File: src/rtl/p405s_itlb_shadow_cmp.sv
// Shadow instruction-TLB compare: a small fully associative EPN array with a
// masked-compare lookup (1-cycle latency) and a two-state fill engine.
module p405s_itlb_shadow_cmp #(
    parameter int unsigned ENTRIES = 4,
    parameter int unsigned EPN_W   = 22,
    parameter int unsigned SIZE_W  = 7
) (
    input  logic                        CB,
    input  logic                        Reset_NEG,
    input  logic                        lookupValid,
    input  logic [0:EPN_W-1]            isEA,
    input  logic                        msrIrL2,
    input  logic                        writeShadow,
    input  logic                        isAbort_NEG,
    input  logic                        fillReq,
    input  logic [0:EPN_W-1]            fillEPN,
    input  logic [0:SIZE_W-1]           fillSize,
    input  logic                        invalidateAll,
    output logic                        lookupReady,
    output logic                        fillAck,
    output logic                        Hit,
    output logic                        Miss,
    output logic                        multiHit,
    output logic [$clog2(ENTRIES)-1:0]  hitIndex,
    output logic                        resultValid,
    output logic                        stateDhitSel
);

    localparam int unsigned IDX_W     = $clog2(ENTRIES);
    localparam int unsigned MASK_BASE = EPN_W - 2 * SIZE_W;

    typedef enum logic {
        S_IDLE  = 1'b0,
        S_WRITE = 1'b1
    } fill_state_e;

    fill_state_e         state_q;
    fill_state_e         state_d;

    logic [ENTRIES-1:0]  ent_valid;
    logic [0:EPN_W-1]    ent_epn  [ENTRIES];
    logic [0:SIZE_W-1]   ent_size [ENTRIES];

    logic [IDX_W-1:0]    victim_ptr;
    logic [IDX_W-1:0]    victim_q;
    logic                victim_rep_q;
    logic [0:EPN_W-1]    fill_epn_q;
    logic [0:SIZE_W-1]   fill_size_q;

    logic                load_fill;
    logic                do_write;

    logic                any_match;
    logic                multi_match;
    logic [IDX_W-1:0]    match_idx;
    logic                inv_found;
    logic [IDX_W-1:0]    inv_idx;
    logic                accept;

    // Size bit k removes one EPN bit pair from the compare, low-order pairs last.
    function automatic logic [0:EPN_W-1] care_mask(input logic [0:SIZE_W-1] sz);
        logic [0:EPN_W-1] m;
        m = '1;
        for (int k = 0; k < int'(SIZE_W); k++) begin
            if (sz[k]) begin
                m[MASK_BASE + 2 * k]     = 1'b0;
                m[MASK_BASE + 2 * k + 1] = 1'b0;
            end
        end
        return m;
    endfunction

    assign stateDhitSel = ~(writeShadow & isAbort_NEG);
    assign lookupReady  = stateDhitSel;
    assign accept       = lookupValid & lookupReady;

    // Lookup compare against the pre-edge array contents.
    always_comb begin
        any_match   = 1'b0;
        multi_match = 1'b0;
        match_idx   = '0;
        for (int i = 0; i < int'(ENTRIES); i++) begin
            if (ent_valid[i] && (((ent_epn[i] ^ isEA) & care_mask(ent_size[i])) == '0)) begin
                if (any_match) begin
                    multi_match = 1'b1;
                end else begin
                    match_idx = IDX_W'(i);
                end
                any_match = 1'b1;
            end
        end
    end

    // Victim choice: lowest invalid entry, otherwise the round-robin pointer.
    always_comb begin
        inv_found = 1'b0;
        inv_idx   = '0;
        for (int i = 0; i < int'(ENTRIES); i++) begin
            if (!ent_valid[i] && !inv_found) begin
                inv_found = 1'b1;
                inv_idx   = IDX_W'(i);
            end
        end
    end

    always_ff @(posedge CB or negedge Reset_NEG) begin
        if (!Reset_NEG) begin
            state_q <= S_IDLE;
        end else begin
            state_q <= state_d;
        end
    end

    always_comb begin
        state_d = state_q;
        case (state_q)
            S_IDLE:  if (fillReq && !invalidateAll) state_d = S_WRITE;
            S_WRITE: state_d = S_IDLE;
            default: state_d = S_IDLE;
        endcase
    end

    always_comb begin
        load_fill = 1'b0;
        do_write  = 1'b0;
        case (state_q)
            S_IDLE:  load_fill = fillReq & ~invalidateAll;
            S_WRITE: do_write  = ~invalidateAll;
            default: ;
        endcase
    end

    // Valid bits, fill latch, replacement pointer and fill handshake.
    always_ff @(posedge CB or negedge Reset_NEG) begin
        if (!Reset_NEG) begin
            ent_valid    <= '0;
            victim_ptr   <= '0;
            victim_q     <= '0;
            victim_rep_q <= 1'b0;
            fill_epn_q   <= '0;
            fill_size_q  <= '0;
            fillAck      <= 1'b0;
        end else begin
            fillAck <= do_write;
            if (invalidateAll) begin
                ent_valid <= '0;
            end else if (do_write) begin
                ent_valid[victim_q] <= 1'b1;
            end
            if (do_write && victim_rep_q) begin
                victim_ptr <= (victim_ptr == IDX_W'(ENTRIES - 1)) ? '0 : victim_ptr + IDX_W'(1);
            end
            if (load_fill) begin
                victim_q     <= inv_found ? inv_idx : victim_ptr;
                victim_rep_q <= ~inv_found;
                fill_epn_q   <= fillEPN;
                fill_size_q  <= fillSize;
            end
        end
    end

    // Entry payload carries no reset; its valid bit qualifies it.
    always_ff @(posedge CB) begin
        if (do_write) begin
            ent_epn[victim_q]  <= fill_epn_q;
            ent_size[victim_q] <= fill_size_q;
        end
    end

    always_ff @(posedge CB or negedge Reset_NEG) begin
        if (!Reset_NEG) begin
            resultValid <= 1'b0;
            Hit         <= 1'b0;
            Miss        <= 1'b0;
            multiHit    <= 1'b0;
            hitIndex    <= '0;
        end else begin
            resultValid <= accept;
            if (accept) begin
                Hit      <= msrIrL2 & any_match;
                Miss     <= ~(msrIrL2 & any_match);
                multiHit <= multi_match;
                hitIndex <= match_idx;
            end
        end
    end

endmodule

File: config.mk
export PLATFORM = sky130hd
export DESIGN_NAME = p405s_itlb_shadow_cmp
export DESIGN_NICKNAME = d
export VERILOG_FILES = /design/src/rtl/p405s_itlb_shadow_cmp.sv
export SDC_FILE = /design/constraint.sdc
export NUM_CORES = 1
export LEC_CHECK = 0
export ABC_AREA = 0
export CAP_MARGIN = 20
export CORE_MARGIN = 5
export CORE_UTILIZATION = 51
export DETAILED_ROUTE_END_ITERATION = 8
export PLACE_DENSITY_LB_ADDON = 0.2
export REMOVE_ABC_BUFFERS = 1
export SLEW_MARGIN = 10
export SYNTH_ARGS = -nofsm -noshare
export SYNTH_HDL_FRONTEND = slang
export SYNTH_SLANG_ARGS = --single-unit
File: constraint.sdc
create_clock -name CB -period 3.15 [get_ports CB]
set_input_delay 0.63 -clock CB [delete_from_list [all_inputs] [get_ports CB]]
set_output_delay 0.63 -clock CB [all_outputs]
set_load 0.02 [all_outputs]
==> out/summary.txt <==
Synthesized area -> 6560 µm²
Die ar. -> 15200 µm²
Compound-cell area share of the yosys netlist -> 3.85%
Wire length of the first global-routing pass -> 20200 µm
Drt wl/cell -> 17.4 µm
Critical-path cell with the highest stage delay -> clkdlybuf4s50_1
DRT antenna net count -> 0
Reg-to-reg slack, setup -> 1.12 ns
DP HPWL -> 8670 µm
Post-synthesis simple-gate area fraction -> 9.24%
Mean Syn Cell Area -> 14.1 µm²
CTS H-tree lvls -> 4
Initial Util -> 52.0%
Synth Area in XOR/XNOR -> 12.2%
Synth async-reset ratio -> 28.4%
Max-slew headroom -> 39.4%
Final clock period utilization by the worst path -> 77.7%
Vias in the first global route -> 3814
PwrDens -> 606 nW/µm²
Post-synth EDFFs -> 116
CP startpoint kind -> input port
Drt drc -> 0
Max Fclk -> 409 MHz
Maximum vdd drop -> 0.356 mV
Nets@finish -> 599
LEAKAGE -> 2.99 nW
Final Critical Period -> 2.45 ns
Clock Pin Slew Worst Setup and Hold Paths -> 0.06 ns
Routed wire length -> 12600 µm
Ys flop type -> edfxtp_1
Largest family of logic cells by synthesized area -> XOR/XNOR gates
Ant diodes -> 0
CP Data Arrival Time -> 2.81 ns
Setup crit end kind -> register
CTS tree -> yes
Worst Setup Path Type -> input port to register
Post-cts gate resize count -> 0
Fillcell total -> 997
Root Driver -> clkbuf_16
Final Cell Area -> 7900 µm²
Area delta synth->final -> 20.5%
Placed instance area -> 7330 µm²
Vias per cell -> 4.95
Post-synthesis adder-cell area fraction -> 0.363%
Share of cells above drive strength 1 -> 9.06%
Max Cap Viol -> 0
Mux contribution to synthesized area -> 0.172%
Slew Limit Fails -> 0
Run status -> completed
Core ar. -> 12600 µm²
Via count -> 3585
Cts hold-fix bufs -> 0
Total power -> 4.78 mW
Final Util -> 62.6%
Final Hold Violating Endpoints -> 0
I/O pin count -> 68
Std-Cell Rows -> 41
Worst-path fanout max -> 4
Initial antenna violation count -> 0
Critical path cell sequence -> clkdlybuf4s50_1 -> xnor2_1 -> a21oi_1 -> nor4_1 -> nand4_1 -> maj3_2 -> nand2_1 -> a22o_1
Port Buf Inserts -> 67
Worst Clk Skew -> 0.00712 ns
Seq cells post-synth -> 162
GRT Overall Usage -> 18.3%
Synth unique cells -> 36
Setup Fix Bufs, Post-CTS -> 0
Clock latency on the worst-skew pair -> 0.42 ns
Delay-heaviest family, CP -> simple AND/OR/NAND/NOR gates
Post-Syn Instances -> 466
Pin count of the biggest net entering global routing -> 36
Largest buffer count on any clock path -> 2
Num Clock Sinks -> 162
First-pass DRT Iterations -> 4
Die height -> 123 µm
DR iter-0 viols -> 281
Ys Warns -> 0
Die width -> 123 µm
CP max stage delay -> 0.63 ns
Post-synthesis sequential area ratio -> 70.7%
Hold Path Class -> input port to async pin
Worst slew pin tran -> 0.908 ns
RSZ-0062 raised after global routing -> no
Final setup viols -> 0
Worst path bufs/invs -> 1
Overflow after GRT -> 0
Total CTS buffers -> 17
Required @ worst endpoint -> 3.51 ns
Routability cong. -> 0.779
through the flow:
stage                     hold slack (ns)  std cells  worst slack, ns  TNS [ns]
final                               0.352        724            0.703         0
after global routing                0.419        724            0.549         0
after CTS                           0.363        724            0.732         0
after detailed placement            0.480        692            0.286         0
after global placement              0.470        692            0.351         0
after floorplan                     0.334        443           -0.133     -7.84
cells by family after synthesis:
group / after synthesis
multiplexers: 1
AO/OA/AOI/OAI: 44
adder cells (fa/ha/maj): 2
buffers and inverters: 32
XOR/XNOR: 88
AND/OR/NAND/NOR: 137
flip-flops: 162
flip-flops by register name (all words and copies together) (netlist names), 2 cells and up:
register	flops
ent_epn	88
ent_size	28
fill_epn_q	22
fill_size_q	7
ent_valid	4
hitIndex	2
victim_ptr	2
victim_q	2
synthesized netlist by cell type, types with 2 or more instances:
cell type,n,area (µm²)
nand3_1,5,25.0
dfrtp_1,46,1150
buf_1,2,7.51
a21o_1,3,22.5
nor2_1,8,30.0
nand4_1,4,25.0
nor4_1,8,50.1
buf_6,13,146
o21ai_0,2,10.0
xnor2_2,4,65.1
buf_2,2,10.0
o21bai_1,2,15.0
o22ai_1,2,12.5
buf_4,2,15.0
nor3_1,3,15.0
xnor2_1,64,561
nor4_2,4,50.1
clkbuf_1,4,15.0
xor2_1,20,175
edfxtp_1,116,3480
inv_1,9,33.8
nand2_1,101,379
a21oi_1,28,140
o21ai_1,2,10.0
cell type report:
cell class	count	area (µm²)	share of cell area, %
Clock inverter	7	81.3	1.03
Timing Repair Buffer	77	741	9.38
Clock buffer	25	485	6.15
Multi-Input combinational cell	272	1710	21.6
Inverter	9	33.8	0.428
Tap cell	172	215	2.72
Sequential cell	162	4630	58.7
placed cells by master (no fill, tap or decap), types with 2 or more instances in the layout:
cell             Yosys  routed
edfxtp_1           116     116
nand2_1            101     101
clkdlybuf4s50_1      0      66
xnor2_1             64      64
dfrtp_1             46      46
a21oi_1             28      28
xor2_1              20      20
clkbuf_16            0      17
buf_4                2      10
inv_1                9       9
nor4_1               8       8
nor2_1               8       6
nand3_1              5       5
clkbuf_1             4       5
nand4_1              4       4
xnor2_2              4       4
nor4_2               4       4
a21o_1               3       3
clkinv_1             0       3
clkbuf_8             0       3
nor3_2               0       2
nor2_2               0       2
o21ai_1              2       2
o22ai_1              2       2
o21bai_1             2       2
o21ai_0              2       2
clkinv_2             0       2
bufinv_16            0       2
metal layers:
layer | routed length, µm | global-route usage [%]
met2 | 6420 | 30.0
met5 | 0 | 0
met3 | 464 | 4.25
met4 | 170 | 6.92
met1 | 5580 | 23.9
where the power goes:
part / leakage (nW) / internal (mW) / switching (mW)
logic: 1.06 / 0.152 / 0.159
registers: 1.64 / 2.43 / 0.0850
clock network: 0.278 / 1.22 / 0.742
path summary, 6_finish.rpt:
kind	endpoint	cells past startpoint	from
max	multiHit	8	isEA[14]
min reg2reg	Hit	1	Hit
min in group CB	Hit	1	Hit
min	fill_epn_q[3]	1	Reset_NEG
max in group asynchronous	Hit	2	Reset_NEG
max reg2reg	multiHit	7	ent_epn[1][6]
Note: power is estimated with default switching activity, not from simulation.
